==> config.mk <==
export PLATFORM = sky130hd
export DESIGN_NAME = gtp_link_seq
export DESIGN_NICKNAME = d
export VERILOG_FILES = /design/src/rtl/gtp_link_seq.sv
export SDC_FILE = /design/constraint.sdc
export NUM_CORES = 1
export LEC_CHECK = 0
export CAP_MARGIN = 40
export CORE_ASPECT_RATIO = 1.2
export CORE_MARGIN = 2
export CORE_UTILIZATION = 54
export CTS_CLUSTER_SIZE = 20
export DETAILED_ROUTE_END_ITERATION = 12
export PLACE_DENSITY_LB_ADDON = 0.05
export SETUP_SLACK_MARGIN = 0.02
export SYNTH_ARGS = -nofsm -noshare
export SYNTH_HDL_FRONTEND = slang
export SYNTH_SLANG_ARGS = --single-unit
==> constraint.sdc <==
create_clock -name tx_clk -period 3.8 [get_ports tx_clk]
set_input_delay 0.38 -clock tx_clk [delete_from_list [all_inputs] [get_ports tx_clk]]
set_output_delay 0.38 -clock tx_clk [all_outputs]
set_load 0.1 [all_outputs]
==> src/rtl/gtp_link_seq.sv <==
// Supervised reset/bring-up sequencer for the GTP serial link (tx_clk domain).
// Optional LOS drop statistics are built when GTP_LINK_SEQ_STATS_EN is defined.
module gtp_link_seq #(
   parameter int HOLD_CYCLES  = 16,
   parameter int LOCK_TIMEOUT = 4096,
   parameter int SYNC_TIMEOUT = 65536,
   parameter int LOS_FILTER   = 256,
   parameter int MAX_RETRY    = 15
) (
   input  logic        tx_clk,
   input  logic        reset_n,
   input  logic        plllkdet,
   input  logic        rx_err_los,
   input  logic        sw_reset,
   output logic        gtp_reset,
   output logic        rx_reset,
   output logic        link_up,
   output logic        fail,
   output logic [2:0]  state,
   output logic [3:0]  retry_count,
   output logic [15:0] los_events
);

   localparam int MAX_A  = (HOLD_CYCLES > LOCK_TIMEOUT) ? HOLD_CYCLES : LOCK_TIMEOUT;
   localparam int MAX_B  = (SYNC_TIMEOUT > LOS_FILTER) ? SYNC_TIMEOUT : LOS_FILTER;
   localparam int MAX_P  = (MAX_A > MAX_B) ? MAX_A : MAX_B;
   localparam int CNT_W  = $clog2(MAX_P + 1);
   localparam int FLT_W  = $clog2(LOS_FILTER + 1);

   localparam logic [CNT_W-1:0] HOLD_LAST = CNT_W'(HOLD_CYCLES - 1);
   localparam logic [CNT_W-1:0] LOCK_LAST = CNT_W'(LOCK_TIMEOUT - 1);
   localparam logic [CNT_W-1:0] SYNC_LAST = CNT_W'(SYNC_TIMEOUT - 1);
   localparam logic [FLT_W-1:0] FLT_LAST  = FLT_W'(LOS_FILTER - 1);
   localparam logic [3:0]       RETRY_MAX = 4'(MAX_RETRY);

   typedef enum logic [2:0] {
      S_HOLD      = 3'd0,
      S_WAIT_LOCK = 3'd1,
      S_RX_RST    = 3'd2,
      S_WAIT_SYNC = 3'd3,
      S_UP        = 3'd4,
      S_FAIL      = 3'd5
   } seq_state_t;

   seq_state_t       st_q, st_d;
   logic [CNT_W-1:0] cnt_q, cnt_d;
   logic [FLT_W-1:0] flt_q, flt_d;
   logic [3:0]       retry_q, retry_d;
   logic             retry_evt;
   logic             restart;
   logic             los_p0, los_s;
   logic             gtp_reset_q, rx_reset_q, link_up_q, fail_q;
   logic             gtp_reset_d, rx_reset_d, link_up_d, fail_d;

   // LOS synchroniser stage boundary: rx_clk domain into tx_clk
   always_ff @(posedge tx_clk or negedge reset_n) begin
      if (!reset_n) begin
         los_p0 <= 1'b1;
         los_s  <= 1'b1;
      end else begin
         los_p0 <= rx_err_los;
         los_s  <= los_p0;
      end
   end

   always_ff @(posedge tx_clk or negedge reset_n) begin
      if (!reset_n) begin
         st_q        <= S_HOLD;
         cnt_q       <= '0;
         flt_q       <= '0;
         retry_q     <= '0;
         gtp_reset_q <= 1'b1;
         rx_reset_q  <= 1'b1;
         link_up_q   <= 1'b0;
         fail_q      <= 1'b0;
      end else begin
         st_q        <= st_d;
         cnt_q       <= cnt_d;
         flt_q       <= flt_d;
         retry_q     <= retry_d;
         gtp_reset_q <= gtp_reset_d;
         rx_reset_q  <= rx_reset_d;
         link_up_q   <= link_up_d;
         fail_q      <= fail_d;
      end
   end

   always_comb begin
      st_d      = st_q;
      retry_d   = retry_q;
      retry_evt = 1'b0;
      case (st_q)
         S_HOLD: begin
            if (cnt_q == HOLD_LAST) st_d = S_WAIT_LOCK;
         end
         S_WAIT_LOCK: begin
            if (plllkdet)                st_d = S_RX_RST;
            else if (cnt_q == LOCK_LAST) retry_evt = 1'b1;
         end
         S_RX_RST: begin
            if (!plllkdet)               retry_evt = 1'b1;
            else if (cnt_q == HOLD_LAST) st_d = S_WAIT_SYNC;
         end
         S_WAIT_SYNC: begin
            if (!plllkdet) begin
               retry_evt = 1'b1;
            end else if (!los_s && flt_q == FLT_LAST) begin
               st_d    = S_UP;
               retry_d = '0;
            end else if (cnt_q == SYNC_LAST) begin
               retry_evt = 1'b1;
            end
         end
         S_UP: begin
            // lock loss and filter expiry together still form one attempt
            if (!plllkdet || (los_s && flt_q == FLT_LAST)) retry_evt = 1'b1;
         end
         S_FAIL: begin
            st_d = S_FAIL;
         end
         default: st_d = S_HOLD;
      endcase

      if (retry_evt) begin
         if (retry_q == RETRY_MAX) begin
            st_d = S_FAIL;
         end else begin
            st_d    = S_HOLD;
            retry_d = retry_q + 4'd1;
         end
      end

      if (sw_reset) begin
         st_d    = S_HOLD;
         retry_d = '0;
      end

      restart = sw_reset || (st_d != st_q);

      if (restart)                             cnt_d = '0;
      else if (st_q == S_UP || st_q == S_FAIL) cnt_d = cnt_q;
      else                                     cnt_d = cnt_q + 1'b1;

      if (restart)                                flt_d = '0;
      else if (st_q == S_WAIT_SYNC && !los_s)     flt_d = flt_q + 1'b1;
      else if (st_q == S_UP && los_s)             flt_d = flt_q + 1'b1;
      else                                        flt_d = '0;

      // outputs are registered from the next state so they track state exactly
      gtp_reset_d = (st_d == S_HOLD) || (st_d == S_FAIL);
      rx_reset_d  = (st_d != S_WAIT_SYNC) && (st_d != S_UP);
      link_up_d   = (st_d == S_UP);
      fail_d      = (st_d == S_FAIL);
   end

   assign gtp_reset   = gtp_reset_q;
   assign rx_reset    = rx_reset_q;
   assign link_up     = link_up_q;
   assign fail        = fail_q;
   assign state       = st_q;
   assign retry_count = retry_q;

`ifdef GTP_LINK_SEQ_STATS_EN
   logic [15:0] los_events_q;
   logic        drop_evt;

   // leaving UP without a software restart can only be a retry
   assign drop_evt = (st_q == S_UP) && (st_d != S_UP) && !sw_reset;

   always_ff @(posedge tx_clk or negedge reset_n) begin
      if (!reset_n)
         los_events_q <= '0;
      else if (drop_evt && los_events_q != 16'hFFFF)
         los_events_q <= los_events_q + 16'd1;
   end

   assign los_events = los_events_q;
`else
   assign los_events = '0;
`endif

endmodule

# Word level (Yosys, flattened, before mapping)

Cells that the tools add are included.

$add $sub $neg: 3
Eq/ne operators: 16
Muxes and demuxes: 29
Reductions and logical operators: 13

Operators with widths:

| cell                                                  | count |
|---|---|
| two-way mux 17 bit                                    | 2 |
| two-way mux 3 bit                                     | 9 |
| two-way mux 9 bit                                     | 3 |
| two-way mux 4 bit                                     | 6 |
| one-hot mux 3 bit (6 select lines)                    | 1 |
| adder 17 x 1 -> 17 bit, second input constant         | 1 |
| == test 17 x 12 -> 1 bit, second input constant       | 1 |
| == test 17 x 16 -> 1 bit, second input constant       | 1 |
| == test 17 x 4 -> 1 bit, second input constant        | 1 |
| == test 3 bit, second input constant                  | 4 |
| adder 9 x 1 -> 9 bit, second input constant           | 1 |
| == test 9 x 8 -> 1 bit, second input constant         | 1 |
| two-way mux 1 bit                                     | 7 |
| == test 3 x 2 -> 1 bit, second input constant         | 2 |
| logical NOT 3 bit                                     | 2 |
| logical AND 1 bit                                     | 5 |
| adder 4 x 1 -> 4 bit, second input constant           | 1 |
| == test 4 bit, second input constant                  | 1 |
| logical OR 1 bit                                      | 4 |
| one-hot mux 1 bit (4 select lines)                    | 1 |
| == test 3 x 1 -> 1 bit, second input constant         | 1 |
| inequality test 3 x 2 -> 1 bit, second input constant | 1 |
| inequality test 3 bit                                 | 1 |
| inequality test 3 bit, second input constant          | 1 |
| other kinds (2)                                       | 3 |

Flip-flop bits (word level): 39
Input bits: 5
Word-level logic and storage cells: 71

# Logic depth before layout (Yosys ltp)

Gate-level depths: netlist (run 1).

Depth after elaboration: 10
Mapped depth: 15
Mapped depth without buffers: 12

# Worst setup path after synthesis (run 1)

No wires, ideal clock.

Path type: register to register
Start point: register flt_q[0]
End point: register flt_q[4]
Library setup time: 83 ps
Arrival: 2820 ps
Path slack: 897 ps
Stages on the path, launching flop included: 15
Buffers on the path: 2
Clock period less this slack: 2903 ps
Cell sequence: dfrtp_1 -> ha_1 -> nand3_1 -> nor2_1 -> and3_1 -> ha_1 -> nor2b_1 -> and3_1 -> a2111oi_4 -> a21boi_0 -> o21ai_1 -> nand4bb_1 -> buf_2 -> buf_6 -> nor3_2

Cells in the longest elaborated chain, start to end: 10
Elaborated cells on any way between the ends: 19
Those cells by class: add/sub: 1; eq/ne: 2; mux: 12; reduce/logical: 4

Ends and longest elaborated chain:

| item                                                                                            | RTL line | source |
|---|---|---|
| from (decl)                                                                                     | 47       | `logic [FLT_W-1:0] flt_q, flt_d;` |
| from (signal assigned)                                                                          | 79       | `flt_q <= flt_d;` |
| == test 9 x 8 -> 1 bit *                                                                        | 107, 116 |  |
| logical AND 1 bit, on equally long branches                                                     | 107, 116 |  |
| two-way mux 3 bit (tied with other cells)                                                       | 107      | `end else if (!los_s && flt_q == FLT_LAST) begin` |
| two-way mux 3 bit (tied with other cells)                                                       | 105      | `if (!plllkdet) begin` |
| one-hot mux 3 bit (6 select lines) / one-hot mux 1 bit (4 select lines) (equally long branches) | 92       | `case (st_q)` |
| two-way mux 3 bit *                                                                             | 124      | `if (retry_evt) begin` |
| two-way mux 3 bit *                                                                             | 133      | `if (sw_reset) begin` |
| via st_d[1]                                                                                     | 45       | `seq_state_t st_q, st_d;` |
| inequality test 3 bit *                                                                         | 138      | `restart = sw_reset \|\| (st_d != st_q);` |
| logical OR 1 bit *                                                                              | 138      |  |
| two-way mux 9 bit *                                                                             | 144      | `if (restart) flt_d = '0;` |
| via flt_d[4]                                                                                    | 47       |  |

The timed path passes the listed nets; every way through them passes the cells marked *.
A chain may end at the register's enable or synchronous reset.

# Final worst setup path (run 1)

Start point: register flt_q[0]
End point: register cnt_q[16]

Cells in the longest elaborated chain, start to end: 10
Elaborated cells on any way between the ends: 17
Those cells by class: eq/ne: 3; mux: 10; reduce/logical: 4

Ends and longest elaborated chain:

| item                                                                                            | RTL line | source |
|---|---|---|
| == test 9 x 8 -> 1 bit *                                                                        | 107, 116 |  |
| logical AND 1 bit, on equally long branches                                                     | 107, 116 |  |
| two-way mux 3 bit (tied with other cells)                                                       | 107      |  |
| two-way mux 3 bit (tied with other cells)                                                       | 105      |  |
| one-hot mux 3 bit (6 select lines) / one-hot mux 1 bit (4 select lines) (equally long branches) | 92       |  |
| two-way mux 3 bit *                                                                             | 124      |  |
| two-way mux 3 bit *                                                                             | 133      |  |
| via st_d[1]                                                                                     | 45       |  |
| inequality test 3 bit *                                                                         | 138      |  |
| logical OR 1 bit *                                                                              | 138      |  |
| inequality test 2 bit (no line) / two-way mux 17 bit (equally long branches)                    | --       |  |
| to (signal assigned)                                                                            | 78       | `cnt_q <= cnt_d;` |
| to (decl)                                                                                       | 46       | `logic [CNT_W-1:0] cnt_q, cnt_d;` |

Marks and branches as above.

==> results of run 1 <==
==> metrics by stage <==
stage	instances	util	hold slack (ps)	setup slack, ps	total power [mW]
finish	309	0.659	190	575	0.836
floorplan	242	-	84.4	897	0.531
detailed placement	301	0.634	349	616	0.534
global route	309	0.659	267	320	0.867
CTS	309	0.659	224	592	0.842
global placement	290	0.592	348	766	0.533
==> layout make-up <==
type                    instances  area (µm²)
clock buffers                   8         100
fillers                       344        1350
inverters                       5        18.8
multi-input cells             174        1120
flip-flops and latches         39         981
well taps                      54        67.6
repair buffers                 29         333
==> logic make-up (layout without fill, tap and decap cells) <==
logic type | count (synthesis) | in the layout
multiplexers | 3 | 3
other | 1 | 16
XOR/XNOR | 22 | 22
buffers and inverters | 29 | 42
AO/OA/AOI/OAI | 26 | 26
AND/OR/NAND/NOR | 102 | 102
adder cells (fa/ha/maj) | 5 | 5
flip-flops | 39 | 39
==> state kept, by name, indices dropped and copies added, names as in the netlist <==
signal       cells
fail             1
rx_reset         1
los_s            1
flt_q            9
retry_count      4
gtp_reset        1
link_up          1
state            3
los_p0           1
cnt_q           17
==> placed cells by master (no fill, tap or decap), types with 3 or more instances in the layout <==
cell type,Yosys,routed
a21oi_1,10,10
and3_1,6,6
buf_4,17,3
buf_8,0,11
clkbuf_8,0,7
clkdlybuf4s50_1,0,14
conb_1,1,16
dfrtp_1,35,35
dfstp_2,4,4
ha_1,5,5
inv_1,5,5
mux2i_1,3,3
nand2_1,11,11
nand3_1,11,11
nand3b_1,3,3
nand4_1,5,5
nor2_1,31,31
nor3_1,8,8
nor3_2,5,5
nor4_1,3,3
o21ai_0,3,3
xnor2_1,10,10
xor2_1,12,12
==> layer usage <==
layer | wire [µm] | vias up | global-route usage | share of wire
met5 | 0 | - | 0 | 0
met4 | 93 | 0 | 0.0840 | 0.021
met3 | 168 | 11 | 0.0378 | 0.038
met2 | 2340 | 48 | 0.382 | 0.52
met1 | 1870 | 824 | 0.260 | 0.42
li1 | - | 810 | - | -
==> how the worst max path moves through the flow <==
stage | start | slack, ps | to | cells past startpoint
after floorplan | flt_q[0] | 900 | flt_q[4] | 14
after global placement | flt_q[0] | 770 | cnt_q[16] | 13
after detailed placement | flt_q[0] | 620 | cnt_q[16] | 13
after CTS | flt_q[0] | 590 | cnt_q[16] | 13
after global routing | flt_q[0] | 320 | flt_q[2] | 13
final | flt_q[0] | 570 | cnt_q[16] | 13
==> report_power, final <==
group,switching (mW),internal [mW],total [mW]
clock,0.144,0.166,0.310
combinational,0.0916,0.0108,0.102
sequential,0.00378,0.420,0.424
total,0.239,0.597,0.836
==> worst reg2reg max path, delay by kind of cell, from the launching register on <==
kind	cells	cell delay, ps
buffers and inverters	1	210
and+or+nand+nor	6	1010
AOI/OAI and AO/OA	4	1080
adders and majority gates	2	420
DFF	1	420
==> impl_results.md, run 1 <==
- Chip height: roughly 74 µm
- Worst slew pin tran: 852 ps
- Drt drc: 0
- Final setup violation count: 0
- CP Buf/Inv Count: 1
- Post-synthesis area per instance: approximately 9.8 µm²
- IO Count: 32
- Final hold violations: 0
- Yosys reg bits: 39
- Cts repair resizes: 0
- CTS Buf Count: 5
- Period minus WS final: around 3200 ps
- Peak per-stage delay on the critical path: around 430 ps
- Initial core utilization: 0.563
- Worst EP arrival: between 3000 and 4000 ps
- DP HPWL: 3350 µm
- Post-Route Skew: about 6.4 ps
- CTS sink count: 39
- Asr flop ratio synth: 1.00
- Routability congestion estimate: roughly 0.83
- Row cnt: 25
- GRT Util Overall: 0.214
- Post-layout instance area: ~2600 µm²
- Count of port buffers added during placement: 15
- Critical Path End Type: flip-flop
- Reg-to-Reg End: cnt_q[16]
- Leak: 1.13 nW
- VDD IR max: roughly 190 µV
- Final Cycle Share: 0.849
- First-pass GRT wire length: 7810 µm
- Synth area leaders: dfrtp_1, buf_4, nor2_1
- CP cell instances: ha_1 > nand3_1 > nor2_1 > and3_1 > ha_1 > nor2b_1 > and3_1 > a2111oi_4 > a21boi_0 > o21ai_1 > nand4bb_1 > buf_4 > a211oi_1
- Required @ worst endpoint: 4000 ps
- Post-synthesis xor/xnor area fraction: 0.0862
- Startpoint type of the worst setup path: flip-flop
- Critical path class: reg -> reg
- Iteration-0 DRC Markers: between 100 and 150
- Core area: 3970 µm²
- RSZ-0062 raised after global routing: false
- Reg2reg start: flt_q[0]
- R2R setup slack: ~570 ps
- Post-synthesis adder-cell area fraction: 0.0280
- Post-synthesis simple-gate area fraction: 0.258
- Predominant post-synthesis flop cell: dfrtp_1
- Multiplexer share of the synthesized area: 0.0134
- Via count: 1,693
- Clock Tree Buf Depth: 2
- Max Cap Violations: 0
- H-tree depth: 2
- Synth Area in Compound Gates: 0.0885
- Hold Buf Count CTS: 0
- Setup repair bufs after CTS: 0
- Area growth from synthesis to layout: 17.2%
- Routed WL: between 4000 and 5000 µm
- Crit-path slowest cell: a2111oi_4
- Synth area leader: dfrtp_1
- DR WL/cell: between 10 and 15 µm
- Vias/cell: ~5.5
- Area share of the largest cell type after synthesis: 0.392
- Seq/Total Area, Yosys: 0.439
- Clock latency on the worst-skew pair: about 290 ps
- Grt total ovfl: 0
- YS warnings: 0
- Cell family with most CP delay: compound AO/OA/AOI/OAI gates
- Largest family of logic cells by synthesized area: simple AND/OR/NAND/NOR gates
- Post-DP Area: ~2500 µm²
- Status: finished clean
- Synth Instances: roughly 230
- Die W: between 60 and 70 µm
- Max Freq: 310 MHz
- Most used standard cell by instance count after synthesis: dfrtp_1
- Syn Std Cell Area: ~2200 µm²
- Pwr per Cell Area: 319 nW/µm²
- Diode count: 0
- Initial antenna violation count: 0
- Post-synth cell types: just under 50
- Pre-antenna DRT Iters: 4
- Routed Antenna Nets: 0
- Largest net degree at the start of global routing: 40
- R2r worst-path depth: 13
- Die area: around 4700 µm²
- Final #Nets: roughly 260
- Number of global-route vias before repair: approximately 1,800
- Clock slew at the register clock pins of the worst setup and hold paths: roughly 80 ps
- Largest fanout on the critical path: 10
- Number of synthesized flops with an enable pin: 0
- CTS Root Cell: clkbuf_8
- Slew HR: 0.432
- Post-synth top cells: dfrtp_1, nor2_1, buf_4
- Layout cells sized above 1: 0.141
- TNS Setup: 0 ps
- CTS tree: done
- Pins Over Slew Limit: 0
- Min-delay worst type: in -> async
No activity file was read; power rests on OpenSTA's default activity.
==> run 2, diff against run 1 <==
Settings changed: CORE_UTILIZATION 54 to 49.
Clock period 3.8 ns to 2.7 ns, I/O delays scaled along.
==> impl_results.md, run 2 (synthesis results as in run 1) <==
- CTS Buf Count: 5 (unchanged)
- Chip height: 78.0 µm (+4.7%)
- IO Count: 32 (unchanged)
- Routed Antenna Nets: 0 (unchanged)
- Die W: 65.6 µm (+4.7%)
- Largest fanout on the critical path: 8 (-2)
- Required @ worst endpoint: 2910 ps (-1090 ps)
- Largest net degree at the start of global routing: 38 (-5.0%)
- Min-delay worst type: in -> async
- Worst Setup Slack, final: -56.3 ps (-631 ps)
- Peak per-stage delay on the critical path: 370 ps (-60 ps)
- Pins Over Slew Limit: 0 (unchanged)
- Max Cap Violations: 0 (unchanged)
- Cell family with most CP delay: simple AND/OR/NAND/NOR gates
- Core area: 4330 µm² (+8.9%)
- H-tree depth: 2 (unchanged)
- CP cell instances: ha_2 > nand3_2 > nor2_2 > and3_1 > ha_2 > nor2b_4 > nand3b_1 > nand3_2 > buf_6 > a21boi_4 > o21ai_2 > nand4bb_4 > buf_8 > nor3b_2
- RSZ-0062 raised after global routing: true
- Largest Register: cnt_q
- Final hold violations: 0 (unchanged)
- Period minus WS final: 2760 ps (-469 ps)
- Clock latency on the worst-skew pair: 290 ps (about the same)
- Slew HR: 0.530 (+0.0982)
- Row cnt: 26 (+4.0%)
- GRT Util Overall: 0.198 (-0.0157)
- Crit. Startpoint: flt_q[0]
- Grt met3 use: 0.0449 (+0.00711)
- Crit-path slowest cell: dfrtp_1
- Via count: 1,810 (+6.9%)
- Reg2reg start: flt_q[0]
- CTS tree: done
- Worst slew pin tran: 698 ps (-154 ps)
- Failing checks: negative setup slack
- Met2 GRT Util: 0.339 (-0.0429)
- Dpl cells: 320 (+6.3%)
- Iteration-0 DRC Markers: 113 (+4.6%)
- Clock slew at the register clock pins of the worst setup and hold paths: 70 ps (about the same)
- Routed WL: 4720 µm (+5.5%)
- Final setup violation count: 14 (+14)
- Post-route insts no fill: 342 (+11%)
- First-pass GRT wire length: 7890 µm (+1.1%)
- FILL cells: 359 (+4.4%)
- VDD IR max: 361 µV (+93%)
- CTS sink count: 39 (unchanged)
- Worst EP arrival: 2970 ps (-460 ps)
- DP HPWL: 3370 µm (+0.80%)
- GRT met1 Usage: 0.248 (-0.0121)
- Initial core utilization: 0.516 (-0.0460)
- Commonest non-fill, non-tap cell in the layout: buf_4
- Routability congestion estimate: 0.809 (-2.9%)
- R2r worst-path depth: 14 (+1)
- Clock Tree Buf Depth: 2 (unchanged)
- Final Cycle Share: 1.02 (+0.172)
- Count of port buffers added during placement: 15 (unchanged)
- Status: finished with violations
- Layout cells sized above 1: 0.353 (+0.212)
- Startpoint type of the worst setup path: flip-flop
- Commonest non-fill, non-tap cells in the layout: buf_4, dfrtp_1, nor2_1
- Drt drc: 0 (unchanged)
- Diode count: 0 (unchanged)
- TNS Setup: -208 ps (-208 ps)
- Max FFs per register: 17 (unchanged)
- Leak: 1.32 nW (+17%)
- Pwr per Cell Area: 406 nW/µm² (+27%)
- Initial antenna violation count: 0 (unchanged)
- Layer with the highest usage: met2
- Max Freq: 363 MHz (+17%)
- Grt total ovfl: 0 (unchanged)
- Post-Route Skew: 6.08 ps (-0.317 ps)
- Critical Path End Type: flip-flop
- Number of global-route vias before repair: 1,713 (-2.6%)
- Critical path class: reg -> reg
- CP Depth: 14 (+1)
- Vias/cell: 5.29 (-3.4%)
- Area growth from synthesis to layout: 31.4%
- Final #Nets: 295 (+12%)
- CP Buf/Inv Count: 2 (+1)
- Pre-antenna DRT Iters: 4 (unchanged)
- CTS Root Cell: clkbuf_8
- Die area: 5120 µm² (+9.6%)
- DR WL/cell: 13.8 µm (-4.6%)
==> run 2: final cells by class <==
cell class,count,area (µm²),share of cell area
multi-input cells,174,1280,0.436
inverters,5,18.8,0.00639
repair buffers,60,483,0.165
well taps,56,70.1,0.0239
clock buffers,8,100,0.0341
flip-flops and latches,39,985,0.335
==> run 2: power breakdown <==
group	switching, mW	total [mW]	internal (mW)
logic	0.137	0.168	0.0310
clock network	0.193	0.426	0.233
registers	0.00540	0.597	0.592
==> run 2: per-layer routing <==
metal | part of all wire | wire, µm
met1 | 0.42 | 2000
met3 | 0.037 | 174
met5 | 0 | 0
met4 | 0.012 | 57
met2 | 0.53 | 2490
==> run 2: final timing paths <==
path	slack, ps	end
max in group asynchronous	1940	los_s
hold reg to reg	360	los_s
setup reg to reg	-60	flt_q[5]
hold / removal	310	retry_count[2]
min in group tx_clk	360	los_s
setup / recovery	-60	flt_q[5]
==> run 2: through the flow <==
step	area (µm²)	util	hold slack [ps]	setup slack, ps	power, mW
global placement	2560	0.591	346	-87.3	0.758
CTS	2830	0.654	304	-23.4	1.20
detailed placement	2580	0.597	80.5	-155	0.764
floorplan	2330	-	-25.6	48.5	0.749
global route	2940	0.678	325	-217	1.24
finish	2940	0.678	308	-56.3	1.19
==> run 2: repair_timing <==
action | 4_1_cts | 5_1_grt
setup endpoints to repair | 26 | 26
setup buffers | 6 | 7
pin swaps | 10 | 10
gates resized for setup | 18 | 9
endpoints found under the hold margin | 35 | 0
hold buffers | 1 | 0
==> run 3, diff against run 2 <==
Settings changed: CORE_UTILIZATION 49 to 32.
==> impl_results.md, run 3 (synthesis results as in run 1) <==
- Status: finished clean
- Max FFs per register: 17 (unchanged)
- Critical Path End Type: flip-flop
- Largest Register: cnt_q
- Final core utilization: 0.438 (-0.241)
- Max Cap Violations: 0 (unchanged)
- Worst EP arrival: 2830 ps (-140 ps)
- Leak: 1.33 nW (+0.41%)
- Initial core utilization: 0.328 (-0.188)
- Reg2reg start: flt_q[0]
- Routability congestion estimate: 0.731 (-9.6%)
- Largest fanout on the critical path: 4 (-4)
- CTS Root Cell: clkbuf_8
- Total chip power: 1.21 mW (+1.4%)
- Largest net degree at the start of global routing: 23 (-39%)
- Sw Share: 0.289 (+0.00715)
- Core area: 6810 µm² (+57%)
- Final setup violation count: 0 (-14)
- DR WL/cell: 13.7 µm (-0.85%)
- Pwr per Cell Area: 405 nW/µm² (-0.21%)
- WHS Path Cells: 0
- Vias/cell: 4.64 (-12%)
- Drt drc: 0 (unchanged)
- Pre-antenna DRT Iters: 4 (unchanged)
- Post-Route Skew: 7.78 ps (+1.70 ps)
- Initial antenna violation count: 0 (unchanged)
- Peak per-stage delay on the critical path: 360 ps (about the same)
- CP cell instances: ha_2 > nand3_2 > nor2_2 > and3_4 > ha_4 > nor2b_4 > nand3b_1 > nand3_2 > a21oi_2 > mux2i_1 > buf_4 > buf_6 > nand3b_1 > nor4_2
- RSZ-0062 raised after global routing: true
- Layout cells sized above 1: 0.362 (+0.00892)
- CTS tree: done
- CTS Buf Count: 5 (unchanged)
- Clock latency on the worst-skew pair: 290 ps (about the same)
- Final #Nets: 299 (+1.4%)
- R2r worst-path depth: 14 (unchanged)
- Pins Over Slew Limit: 0 (unchanged)
- Reg-to-Reg End: flt_q[8]
- Clock slew at the register clock pins of the worst setup and hold paths: 80 ps (about the same)
- CTS sink count: 39 (unchanged)
- Period minus WS final: 2640 ps (-115 ps)
- Chip height: 95.5 µm (+23%)
- Hold path startpoint: los_p0
- IO Count: 32 (unchanged)
- Logic pwr share: 0.142 (about the same)
- Iteration-0 DRC Markers: 52 (-54%)
- Clk network pwr share: 0.364 (+0.006)
- Final hold violations: 0 (unchanged)
- Pint: 859 µW (+0.40%)
- Routed Antenna Nets: 0 (unchanged)
- Required @ worst endpoint: 2890 ps (-20 ps)
- Final Cycle Share: 0.978 (-0.0428)
- Hold Path Sink: los_s
- CP Buf/Inv Count: 2 (unchanged)
- Die area: 7670 µm² (+50%)
- Row cnt: 33 (+27%)
- R2R setup slack: 60 ps (+120 ps)
- Cell family with most CP delay: simple AND/OR/NAND/NOR gates
- Min-delay worst type: reg -> reg
- GRT Util Overall: 0.147 (-0.0506)
- Number of global-route vias before repair: 1,756 (+2.5%)
- DP HPWL: 3830 µm (+14%)
- Die W: 80.3 µm (+22%)
- Routed WL: 5160 µm (+9.3%)
- Seq pwr share: 0.493 (-0.008)
- H-tree depth: 2 (unchanged)
- Grt total ovfl: 0 (unchanged)
- Area growth from synthesis to layout: 33.5%
- Clock Tree Buf Depth: 2 (unchanged)
- Max Freq: 379 MHz (+4.4%)
- Commonest non-fill, non-tap cell in the layout: buf_4
- Switching pwr: 349 µW (+4.0%)
- Via count: 1,751 (-3.3%)
- Count of port buffers added during placement: 15 (unchanged)
- Critical path class: reg -> reg
- Commonest non-fill, non-tap cells in the layout: buf_4, dfrtp_1, nor2_1
- Startpoint type of the worst setup path: flip-flop
- Crit-path slowest cell: dfrtp_1
- Diode count: 0 (unchanged)
- VDD IR max: 175 µV (-51%)
- First-pass GRT wire length: 8650 µm (+9.6%)
run 3: metrics by stage:
| stage | area (µm²) | hold WS [ps] | setup TNS (ps) | std cells | worst slack, ps |
|---|---|---|---|---|---|
| 6_report | 2980 | 357 | 0 | 377 | 59.1 |
| 5_1_grt | 2980 | 361 | -1430 | 377 | -111 |
| 4_1_cts | 2900 | 358 | 0 | 374 | 17.5 |
| 3_5_place_dp | 2720 | 251 | -1430 | 363 | -81.2 |
| 3_3_place_gp | 2690 | 346 | -708 | 362 | -43.9 |
| 2_1_floorplan | 2330 | -25.6 | 0 | 242 | 48.5 |
run 3: worst max-delay path by stage:
stage	slack (ps)	depth (start not counted)	from	to
2_1_floorplan	50	14	flt_q[0]	flt_q[4]
3_5_place_dp	-80	14	flt_q[1]	cnt_q[15]
6_report	60	14	flt_q[0]	flt_q[8]
4_1_cts	20	14	flt_q[1]	flt_q[1]
3_3_place_gp	-40	14	flt_q[1]	cnt_q[8]
5_1_grt	-110	14	flt_q[1]	flt_q[8]
run 3: cell type report:
type,count,area (µm²)
fill,684,3830
multi-input combinational,174,1240
sequential,39,985
timing repair buffer,64,527
tap,87,109
clock buffer,8,100
inverter,5,18.8
run 3: metal layers:
metal  vias to the layer above  global-route usage  routed length [µm]
li1                        885                   -                   -
met1                       841               0.190                2400
met2                        20               0.247                2580
met3                         5              0.0294                 125
met4                         0              0.0466                  56
met5                         -                   0                   0
run 3: power groups by stage:
stage / Sequential, mW / Clock, mW / Combinational [mW]
after floorplan: 0.607 / 0 / 0.141
after global placement: 0.607 / 0 / 0.160
after detailed placement: 0.607 / 0 / 0.165
after CTS: 0.596 / 0.466 / 0.171
after global routing: 0.597 / 0.481 / 0.185
final: 0.596 / 0.440 / 0.172
run 3: worst register-to-register path, delay by kind of cell, from the launching register on:
family | cells | cell delay (ps)
buffers and inverters | 2 | 230
AND/OR/NAND/NOR | 8 | 1220
flip-flops | 1 | 360
AO/OA/AOI/OAI | 1 | 210
adder cells (fa/ha/maj) | 2 | 320
multiplexers | 1 | 200
run 3: timing repair:
| item | CTS | global route |
|---|---|---|
| hold buffers | 1 | 0 |
| resized for setup | 10 | 13 |
| hold endpoints to repair | 15 | 0 |
| pin swaps | 4 | 13 |
| endpoints found under the setup margin | 26 | 26 |
| buffers inserted | 2 | 3 |
